File: src/rtl/rf_write_arbiter.sv
// Write-port sequencer for the 8x8 register file: clears every register after
// reset, then shares the single write port among ALU, load and debug requesters.
module rf_write_arbiter #(
  parameter int DATA_W = 8,
  parameter int ADDR_W = 3
) (
  input  logic              CLK,
  input  logic              RESET,
  input  logic [2:0]        REQ_VALID,
  output logic [2:0]        REQ_READY,
  input  logic [ADDR_W-1:0] REQ_ADDR0,
  input  logic [ADDR_W-1:0] REQ_ADDR1,
  input  logic [ADDR_W-1:0] REQ_ADDR2,
  input  logic [DATA_W-1:0] REQ_DATA0,
  input  logic [DATA_W-1:0] REQ_DATA1,
  input  logic [DATA_W-1:0] REQ_DATA2,
  output logic              WRITE,
  output logic [ADDR_W-1:0] INADDRESS,
  output logic [DATA_W-1:0] IN,
  output logic [1:0]        GRANT_ID,
  output logic              INIT_DONE
);

  // state | meaning
  // INIT  | clear sweep, write port walks addresses 0..NREGS-1 with zero data
  // ARB   | round-robin arbitration among the three requesters
  localparam logic [0:0] ST_INIT = 1'b0;
  localparam logic [0:0] ST_ARB  = 1'b1;

  localparam int NREGS = 2 ** ADDR_W;
  localparam logic [ADDR_W-1:0] LAST_ADDR = ADDR_W'(NREGS - 1);
  localparam logic [1:0] NO_GRANT = 2'd3;

  logic [0:0]        state;
  logic [ADDR_W-1:0] sweep_cnt;
  logic [1:0]        rr_ptr;

  logic [3:0]        valid_ext;
  logic [1:0]        cand_a, cand_b, cand_c;
  logic [1:0]        sel;
  logic              sel_valid;
  logic [ADDR_W-1:0] sel_addr;
  logic [DATA_W-1:0] sel_data;

  // Search order starts one past the last granted requester and wraps mod 3.
  always_comb begin
    valid_ext = {1'b0, REQ_VALID};
    cand_a    = 2'd0;
    cand_b    = 2'd1;
    cand_c    = 2'd2;
    case (rr_ptr)
      2'd0: begin cand_a = 2'd1; cand_b = 2'd2; cand_c = 2'd0; end
      2'd1: begin cand_a = 2'd2; cand_b = 2'd0; cand_c = 2'd1; end
      default: begin cand_a = 2'd0; cand_b = 2'd1; cand_c = 2'd2; end
    endcase

    sel       = 2'd0;
    sel_valid = 1'b0;
    if (state == ST_ARB) begin
      if (valid_ext[cand_a]) begin
        sel       = cand_a;
        sel_valid = 1'b1;
      end else if (valid_ext[cand_b]) begin
        sel       = cand_b;
        sel_valid = 1'b1;
      end else if (valid_ext[cand_c]) begin
        sel       = cand_c;
        sel_valid = 1'b1;
      end
    end

    REQ_READY = sel_valid ? (3'b001 << sel) : 3'b000;

    sel_addr = REQ_ADDR0;
    sel_data = REQ_DATA0;
    case (sel)
      2'd1: begin sel_addr = REQ_ADDR1; sel_data = REQ_DATA1; end
      2'd2: begin sel_addr = REQ_ADDR2; sel_data = REQ_DATA2; end
      default: begin sel_addr = REQ_ADDR0; sel_data = REQ_DATA0; end
    endcase
  end

  // RESET has priority, so a handshake coinciding with it never issues a write.
  always_ff @(posedge CLK) begin
    if (RESET) begin
      state     <= ST_INIT;
      sweep_cnt <= '0;
      rr_ptr    <= 2'd2;
      WRITE     <= 1'b0;
      INADDRESS <= '0;
      IN        <= '0;
      GRANT_ID  <= NO_GRANT;
      INIT_DONE <= 1'b0;
    end else begin
      case (state)
        ST_INIT: begin
          WRITE     <= 1'b1;
          INADDRESS <= sweep_cnt;
          IN        <= '0;
          GRANT_ID  <= NO_GRANT;
          sweep_cnt <= sweep_cnt + 1'b1;
          if (sweep_cnt == LAST_ADDR) begin
            state     <= ST_ARB;
            INIT_DONE <= 1'b1;
          end
        end
        default: begin
          if (sel_valid) begin
            WRITE     <= 1'b1;
            INADDRESS <= sel_addr;
            IN        <= sel_data;
            GRANT_ID  <= sel;
            rr_ptr    <= sel;
          end else begin
            WRITE    <= 1'b0;
            GRANT_ID <= NO_GRANT;
          end
        end
      endcase
    end
  end

endmodule

File: config.mk
export PLATFORM = sky130hd
export DESIGN_NAME = rf_write_arbiter
export DESIGN_NICKNAME = d
export VERILOG_FILES = /design/src/rtl/rf_write_arbiter.sv
export SDC_FILE = /design/constraint.sdc
export NUM_CORES = 1
export LEC_CHECK = 0
export BUFFER_PORTS_ARGS = -buffer_cell sky130_fd_sc_hd__buf_4
export CELL_PAD_IN_SITES_DETAIL_PLACEMENT = 0
export CELL_PAD_IN_SITES_GLOBAL_PLACEMENT = 1
export CORE_MARGIN = 2
export CORE_UTILIZATION = 33
export CTS_BUF_LIST = sky130_fd_sc_hd__clkbuf_4 sky130_fd_sc_hd__clkbuf_8
export CTS_CLUSTER_SIZE = 10
export DETAILED_ROUTE_END_ITERATION = 8
export PLACE_DENSITY = 0.79
export SLEW_MARGIN = 15
export SYNTH_ARGS = -nofsm -noshare
export SYNTH_HDL_FRONTEND = slang
export SYNTH_SLANG_ARGS = --single-unit
File: constraint.sdc
create_clock -name CLK -period 2.9 [get_ports CLK]
set_input_delay 0.58 -clock CLK [delete_from_list [all_inputs] [get_ports CLK]]
set_output_delay 0.58 -clock CLK [all_outputs]
set_load 0.02 [all_outputs]
==> impl_metrics.ini, run 1 <==
[detailed_routing]
vias = 1125
drtAntennaViolNets = 0
drtPass1Iterations = 4
highest_layer = met4
post_drt_wl_per_cell_um = 12.9
dr_wl_met3_um = 137
vias_per_cell = 4.83
drtIter0Drc = 70
drc = 0
met2WireLength_um = 1440
routed_wl_um = 3020
wl_met1_um = 1410

[min_path]
hp-class = reg -> reg

[clock_network]
path_clk_slew_ns = 0.12
cts_sinks = 21
holdBufCountCts = 0
cts_buffer_depth = 2
cts_resized = 0
numCtsBuffers = 3
clock-root-buffer = clkbuf_4
insertion_delay_ns = 0.31
htree_levels = 1
cts_setup_buffers = 0
cts_tree = built

[placed_design]
dpl_worst_slack_ns = 0.389
io_buffer_count = 55
dp_cells = 229
placed_area_sq_um = 1570
post-dp-hpwl_um = 2350
routabilityCongestion = 0.763

[grt]
antenna_found_initial = 0
grt_pass1_wl_um = 4730
grt_max_degree = 24
grt_pass1_vias = 1001
grt-ovfl-total = 0
grtUsageTotal = 0.151

[sta]
setup_violations = 0
slew_headroom = 0.422
tightest_slew_ns = 0.864
rsz0062_at_grt = false
fmax_mhz = 399
finalHoldViolations = 0
setup-tns-final_ns = 0
setup_slack_ns = 0.392
post-route-min-period_ns = 2.51
worst_clock_skew_ns = 0.00560
slew_violations = 0
period_share = 0.865

[worst_setup_path]
cp-start-kind = register
worstSetupPathType = reg -> out
crit_slowest_cell = dfxtp_1
path_delay_family = flip-flops
arrival_ns = 1.93
end_kind = primary output
cpPeakStageDelay_ns = 0.47
crit_fanout = 12
path_cells = nor2b_1 > o22ai_1 > nand3_1 > ha_1 > and3_1 > buf_4
critPathBufInv = 1
critical_path_required_ns = 2.32

[yosys]
yosysSeqAreaShare = 0.367
synth_flop_cell = dfxtp_1
syn_nets = 180
syn_area_per_cell_sq_um = 8.37
syn-cell-area_sq_um = 1150
ys_seq_elements = 21
async_flop_share = 0
synth_edf_count = 0
yosysWarnings = 0
synth_cell_types = 29
postSynthCellCount = 137

[final_layout]
fin_nets = 231
nFillCells = 340
finish.utilization = 0.478
area_growth_pct = 39.1
antenna_cells = 0
multi_input_area_sq_um = 646
drive_gt1_frac = 0.353
final_cell_area_sq_um = 1590
fin_cells = 233
register_area_sq_um = 420

[die]
die_h_um = 62.9
die_w_um = 62.9
dieArea_sq_um = 3960
start_util = 0.343
coreArea_sq_um = 3340
placementRows = 21
io-pin-count = 56

[status]
outcome = finished, final reports clean

[run]
maxCapViolCount = 0

[power_and_ir_drop]
vdd_drop_max_mv = 0.245
cellPowerDensity_nw_per_um2 = 341
power.leakage_uw = 0.000726
[layout by cell type, fill, tap and decap left out, types with 2 or more instances in the layout]
cell / count
nor2_1: 24
a21oi_1: 14
nor2b_1: 2
a211o_1: 12
o21ai_0: 2
dfxtp_1: 21
buf_4: 58
clkbuf_4: 3
a22oi_1: 11
mux2i_1: 3
nand2_1: 11
a311oi_1: 2
ha_1: 5
inv_1: 2
and3_1: 4
[worst reg2reg max path, stage by stage, from the launching register on]
cell	delay, ns
dfxtp_1	0.39
a21oi_1	0.15
a21oi_1	0.06
or2_2	0.30
ha_1	0.50
buf_4	0.24
nor2_1	0.06
a211o_1	0.27
a21oi_1	0.13
[report_power, final]
| part | internal [uW] | switching [uW] |
|---|---|---|
| clock network | 51.4 | 92.5 |
| registers | 297 | 5.88 |
| logic | 55.9 | 40.7 |
[cells in the mapped netlist (2+ instances only)]
library cell | instances | area share
and3_1 | 4 | 0.022
mux2i_1 | 3 | 0.026
a311oi_1 | 2 | 0.015
a22oi_1 | 11 | 0.072
nand2_1 | 11 | 0.036
buf_4 | 2 | 0.013
ha_1 | 5 | 0.055
clkbuf_1 | 4 | 0.013
nor2b_1 | 2 | 0.011
o21ai_0 | 2 | 0.0087
dfxtp_1 | 21 | 0.37
buf_6 | 2 | 0.020
nor2_1 | 24 | 0.079
a211o_1 | 12 | 0.092
buf_2 | 4 | 0.017
a21oi_1 | 14 | 0.061
inv_1 | 2 | 0.0066
[registers in the layout, indices dropped and copies added, names as in the netlist]
register and flops:
state 1, INADDRESS 3, WRITE 1, GRANT_ID 2, rr_ptr 2, sweep_cnt 3
INIT_DONE 1, IN 8
[kinds of logic (layout without fill, tap and decap cells)]
kind of cell / Yosys count / count (layout) / share of synthesized area
buf+inv: 14 / 64 / 0.0699
fa+ha+maj: 5 / 5 / 0.0546
compound gates: 46 / 46 / 0.287
flops: 21 / 21 / 0.367
xor+xnor: 1 / 1 / 0.00764
mux: 3 / 3 / 0.0262
simple gates: 47 / 47 / 0.188
[final timing paths]
path | startpoint | to | slack, ns | cells after the start
min reg2reg | IN[3]$_SDFFE_PP0P_ | IN[3]$_SDFFE_PP0P_ | 0.47 | 2
max | rr_ptr[1]$_SDFFE_PP1N_ | REQ_READY[2] | 0.39 | 6
min | IN[3]$_SDFFE_PP0P_ | IN[3]$_SDFFE_PP0P_ | 0.47 | 2
max reg2reg | rr_ptr[1]$_SDFFE_PP1N_ | IN[6]$_SDFFE_PP0P_ | 0.75 | 8
[final cells by class]
cell class              instances  area share
multi-input cells             102       0.405
repair buffers                 58       0.273
flip-flops and latches         21       0.264
well taps                      46      0.0361
clock buffers                   3      0.0141
inverters                       2     0.00471
clock inverters                 1     0.00314
[layer usage]
layer / vias to the layer above / GRT usage
li1: 593 / -
met1: 509 / 0.189
met2: 21 / 0.249
met3: 2 / 0.0342
met4: 0 / 0.0583
met5: - / 0
[metrics by stage]
step	total power (uW)	hold slack (ns)
2_1_floorplan	353	0.476
3_3_place_gp	404	0.447
3_5_place_dp	406	0.451
4_1_cts	550	0.469
5_1_grt	575	0.491
6_report	543	0.468
Note: power is estimated with default switching activity, not from simulation.
==> run 2: changes to the inputs <==
Settings changed: PLACE_DENSITY 0.79 to 0.83, SETUP_SLACK_MARGIN set to 0.3.
==> run 2 against run 1 <==
  * Hold slack lost 0.0031 ns
  * Cell area grew 0.31%
  * Critical endpoint unchanged
  * Largest power group unchanged
  * Non-clock buffer count unchanged
  * Core utilization increased by 0.15 points
==> impl_metrics.ini, run 2 (synthesis gave the netlist of run 1 again) <==
[final_layout]
largest_reg_flops = 8
reg_top3 = IN x8, INADDRESS x3, sweep_cnt x3
drive_gt1_frac = 0.358
nFillCells = 341
finish.utilization = 0.479
fin_nets = 231
top_register = IN
final_common_cell = buf_4
antenna_cells = 0
layout_common_cells = 58 x buf_4, 24 x nor2_1, 21 x dfxtp_1
area_growth_pct = 39.5

[power_and_ir_drop]
p_sw_frac = 0.239
clockPowerShare = 0.266
p_total_uw = 546
p_sw_uw = 130
p_seq_frac = 0.555
internal-power_uw = 416
vdd_drop_max_mv = 0.203
pwr-share-comb = 0.180
power.leakage_uw = 0.000725
cellPowerDensity_nw_per_um2 = 341

[worst_setup_path]
critical_path_required_ns = 2.32
arrival_ns = 1.78
worstSetupPathType = reg -> out
end_kind = primary output
crit_fanout = 12
cp-start-kind = register

[grt]
grt_pass1_vias = 1097
grt_pass1_wl_um = 4860
grt-ovfl-total = 0
grtUsageTotal = 0.154
grt_max_degree = 24
antenna_found_initial = 0

[clock_network]
cts_sinks = 21
path_clk_slew_ns = 0.11
insertion_delay_ns = 0.29
holdBufCountCts = 0
clock-root-buffer = clkbuf_4
cts_setup_buffers = 0
htree_levels = 1
cts_tree = built
cts_buffer_depth = 2
numCtsBuffers = 3

[placed_design]
post-dp-hpwl_um = 2420
routabilityCongestion = 0.751
io_buffer_count = 55

[detailed_routing]
drtAntennaViolNets = 0
vias = 1143
wl_met1_um = 1380
drtIter0Drc = 61
post_drt_wl_per_cell_um = 13.0
drc = 0
vias_per_cell = 4.91
routed_wl_um = 3030
dr_wl_met3_um = 141
highest_layer = met4
drtPass1Iterations = 4
met2WireLength_um = 1460

[run]
maxCapViolCount = 0

[die]
io-pin-count = 56
die_h_um = 62.9
start_util = 0.343
coreArea_sq_um = 3340
dieArea_sq_um = 3960
die_w_um = 62.9
placementRows = 21

[sta]
rsz0062_at_grt = false
fmax_mhz = 423
slew_headroom = 0.439
finalHoldViolations = 0
worst_clock_skew_ns = 0.00200
period_share = 0.815
slew_violations = 0
setup_violations = 0
post-route-min-period_ns = 2.36
tightest_slew_ns = 0.839
setup-tns-final_ns = 0

[status]
outcome = finished, final reports clean

[min_path]
hp-class = reg -> reg
run 2: cell types whose count changed in the layout (fill, tap and decap cells not counted), sizes merged:
cell    change
clkbuf      +1
clkinv      -1
run 2: area by class of cell:
class                   count  area, sq um  share of cell area
clock buffers               4         30.0              0.0188
inverters                   2         7.51             0.00469
multi-input cells         102          648               0.405
flip-flops and latches     21          420               0.263
well taps                  46         57.6              0.0360
repair buffers             58          435               0.272
run 2: power groups by stage:
stage               clock network (uW)  registers, uW  logic (uW)
floorplan                            0            312        40.7
global placement                     0            309        95.9
detailed placement                   0            309        98.0
CTS                                152            303        98.7
global route                       175            304         107
finish                             145            303        98.1
run 2: what timing repair did:
action / in CTS / in global routing
endpoints found under the setup margin: 0 / 1
gates resized for setup: 0 / 1
hold endpoints to repair: 0 / 0
run 2: path summary, 6_finish.rpt:
check	from	end	slack, ns	cells past startpoint
min	IN[1]$_SDFFE_PP0P_	IN[1]$_SDFFE_PP0P_	0.46	2
min reg2reg	IN[1]$_SDFFE_PP0P_	IN[1]$_SDFFE_PP0P_	0.46	2
max reg2reg	state$_SDFF_PP0_	IN[4]$_SDFFE_PP0P_	0.79	7
max	rr_ptr[1]$_SDFFE_PP1N_	REQ_READY[2]	0.54	6
run 2: metrics by stage:
step / instances / hold WS (ns) / worst slack [ns] / instance area [sq um]
floorplan: 137 / 0.476 / 0.587 / 1150
global placement: 229 / 0.443 / 0.459 / 1570
detailed placement: 229 / 0.452 / 0.445 / 1570
CTS: 233 / 0.468 / 0.420 / 1600
global route: 233 / 0.486 / 0.399 / 1600
finish: 233 / 0.464 / 0.537 / 1600
run 2: metal layers:
| metal | GRT usage | vias to the layer above |
|---|---|---|
| met2 | 0.257 | 25 |
| met1 | 0.188 | 523 |
| met5 | 0 | - |
| li1 | - | 589 |
| met3 | 0.0378 | 6 |
| met4 | 0.0611 | 0 |
run 2: critical path, stage by stage, from the launching register on:
cell	delay, ns
dfxtp_1	0.48
nor2b_1	0.10
o22ai_1	0.14
nand3_1	0.14
ha_2	0.29
and3_1	0.19
buf_4	0.15
==> run 3: changes to the inputs <==
Settings changed: CORE_UTILIZATION 33 to 30, PLACE_DENSITY 0.83 to 0.8.
Clock period 2.9 ns to 2 ns, I/O delays scaled along.
==> run 3 against run 2 <==
  * Flip-flop and latch count unchanged
  * Combinational power up 69%
  * First-iteration DRC count down 52%
  * Clock skew up 0.0014 ns
  * Hold slack worse by 0.066 ns
  * Cell area up 21%
  * Global-route usage down 0.057 points
  * Sequential share of layout area down 4.0 points
  * Register-to-register slack worse by 0.60 ns
  * Critical path depth unchanged
  * Critical endpoint is now REQ_READY[1]
  * Clock power up 98%
  * Critical path type unchanged
  * Total power up 63%
==> impl_metrics.ini, run 3 (synthesis gave the netlist of run 1 again) <==
[grt]
grt-ovfl-total = 0
grt_pass1_wl_um = 5200
antenna_found_initial = 0
grtUsageTotal = 0.153
grt_max_degree = 17
grt_pass1_vias = 1176

[final_layout]
top_register = IN
finish.utilization = 0.527
area_growth_pct = 68.2
largest_reg_flops = 8
final_common_cell = buf_4
fin_cells = 244
final_cell_area_sq_um = 1930
layout_common_cells = 61 x buf_4, 18 x dfxtp_1, 16 x nor2_1
antenna_cells = 0
reg_top3 = IN x8, INADDRESS x3, sweep_cnt x3
fin_nets = 240
drive_gt1_frac = 0.526

[min_path]
hp-class = in -> reg
holdPathEnd = state$_SDFF_PP0_
holdCritStartpoint = RESET
hold_path_depth = 2

[placed_design]
dpl_worst_slack_ns = -0.0330
post-dp-hpwl_um = 2390
routabilityCongestion = 0.846
placed_area_sq_um = 1660
io_buffer_count = 55
dp_cells = 236

[clock_network]
cts_buffer_depth = 2
cts_sinks = 21
insertion_delay_ns = 0.26
path_clk_slew_ns = 0.07
holdBufCountCts = 0
cts_tree = built
htree_levels = 1
clock-root-buffer = clkbuf_8
numCtsBuffers = 3

[worst_setup_path]
end_kind = primary output
critical_path_required_ns = 1.60
cp-start-kind = register
worstSetupPathType = reg -> out
rr_startpoint = rr_ptr[1]$_SDFFE_PP1N_
r2r_slack_ns = 0.19
rr_worst_depth = 8
r2r-end = IN[1]$_SDFFE_PP0P_
crit_fanout = 5
arrival_ns = 1.54

[detailed_routing]
drtPass1Iterations = 4
drtAntennaViolNets = 0
post_drt_wl_per_cell_um = 13.4
routed_wl_um = 3270
vias_per_cell = 4.97
drc = 0
vias = 1213
drtIter0Drc = 29

[sta]
period_share = 0.969
post-route-min-period_ns = 1.94
slew_violations = 0
fmax_mhz = 516
setup_violations = 0
slew_headroom = 0.695
finalHoldViolations = 0
tightest_slew_ns = 0.458
rsz0062_at_grt = true
setup_slack_ns = 0.0614
worst_clock_skew_ns = 0.00338

[die]
die_w_um = 65.8
start_util = 0.313
io-pin-count = 56
placementRows = 22
dieArea_sq_um = 4330
coreArea_sq_um = 3660
die_h_um = 65.8

[power_and_ir_drop]
p_total_uw = 890
power.leakage_uw = 0.000812
vdd_drop_max_mv = 0.213
cellPowerDensity_nw_per_um2 = 462

[run]
maxCapViolCount = 0

[status]
outcome = finished, final reports clean
==> run 3: worst max-delay path, stage by stage, from the launching register on <==
cell	delay (ns)
dfxtp_4	0.38
a21oi_4	0.13
a21oi_2	0.05
or2_4	0.28
ha_4	0.16
and3_4	0.16
buf_6	0.12
==> run 3: repair_timing <==
action,in CTS,in global routing
buffers inserted,3,0
gates resized for setup,29,9
setup endpoints to repair,14,14
pin swaps,31,18
cloned,1,0
==> run 3: where the power goes <==
| group | internal [uW] | total (uW) | switching [uW] | leakage [uW] |
|---|---|---|---|---|
| sequential | 427 | 437 | 9.17 | 0.000172 |
| combinational | 95.3 | 166 | 70.7 | 0.000614 |
| clock | 155 | 287 | 132 | 0.0000262 |
==> run 3: final cells by class <==
type	count	area (sq um)
sequential	21	429
timing repair buffer	67	559
fill	360	1730
multi-input combinational	102	823
tap	48	60.1
clock buffer	4	48.8
inverter	2	7.51
==> run 3: worst max-delay path by stage <==
stage	start	to	slack, ns	cells past startpoint
3_3_place_gp	REQ_VALID[0]	REQ_READY[1]	0.04	7
6_report	rr_ptr[1]$_SDFFE_PP1N_	REQ_READY[1]	0.06	6
3_5_place_dp	REQ_VALID[2]	INADDRESS[1]$_SDFFE_PP0P_	-0.03	8
4_1_cts	rr_ptr[1]$_SDFFE_PP1N_	REQ_READY[1]	0.04	6
5_1_grt	rr_ptr[1]$_SDFFE_PP1N_	REQ_READY[1]	0.01	6
2_1_floorplan	REQ_VALID[1]	INADDRESS[2]$_SDFFE_PP0P_	0.12	9
==> run 3: through the flow <==
| stage | hold slack (ns) | setup TNS [ns] |
|---|---|---|
| 3_3_place_gp | 0.444 | 0 |
| 6_report | 0.398 | 0 |
| 3_5_place_dp | 0.448 | -0.151 |
| 2_1_floorplan | 0.476 | 0 |
| 4_1_cts | 0.391 | 0 |
| 5_1_grt | 0.405 | 0 |
==> run 3: layer usage <==
metal | global-route usage | vias up | wire length (um)
met5 | 0 | - | 0
met4 | 0.0469 | 0 | 0
met3 | 0.0324 | 0 | 274
met2 | 0.271 | 38 | 1620
met1 | 0.183 | 566 | 1380
li1 | - | 609 | -
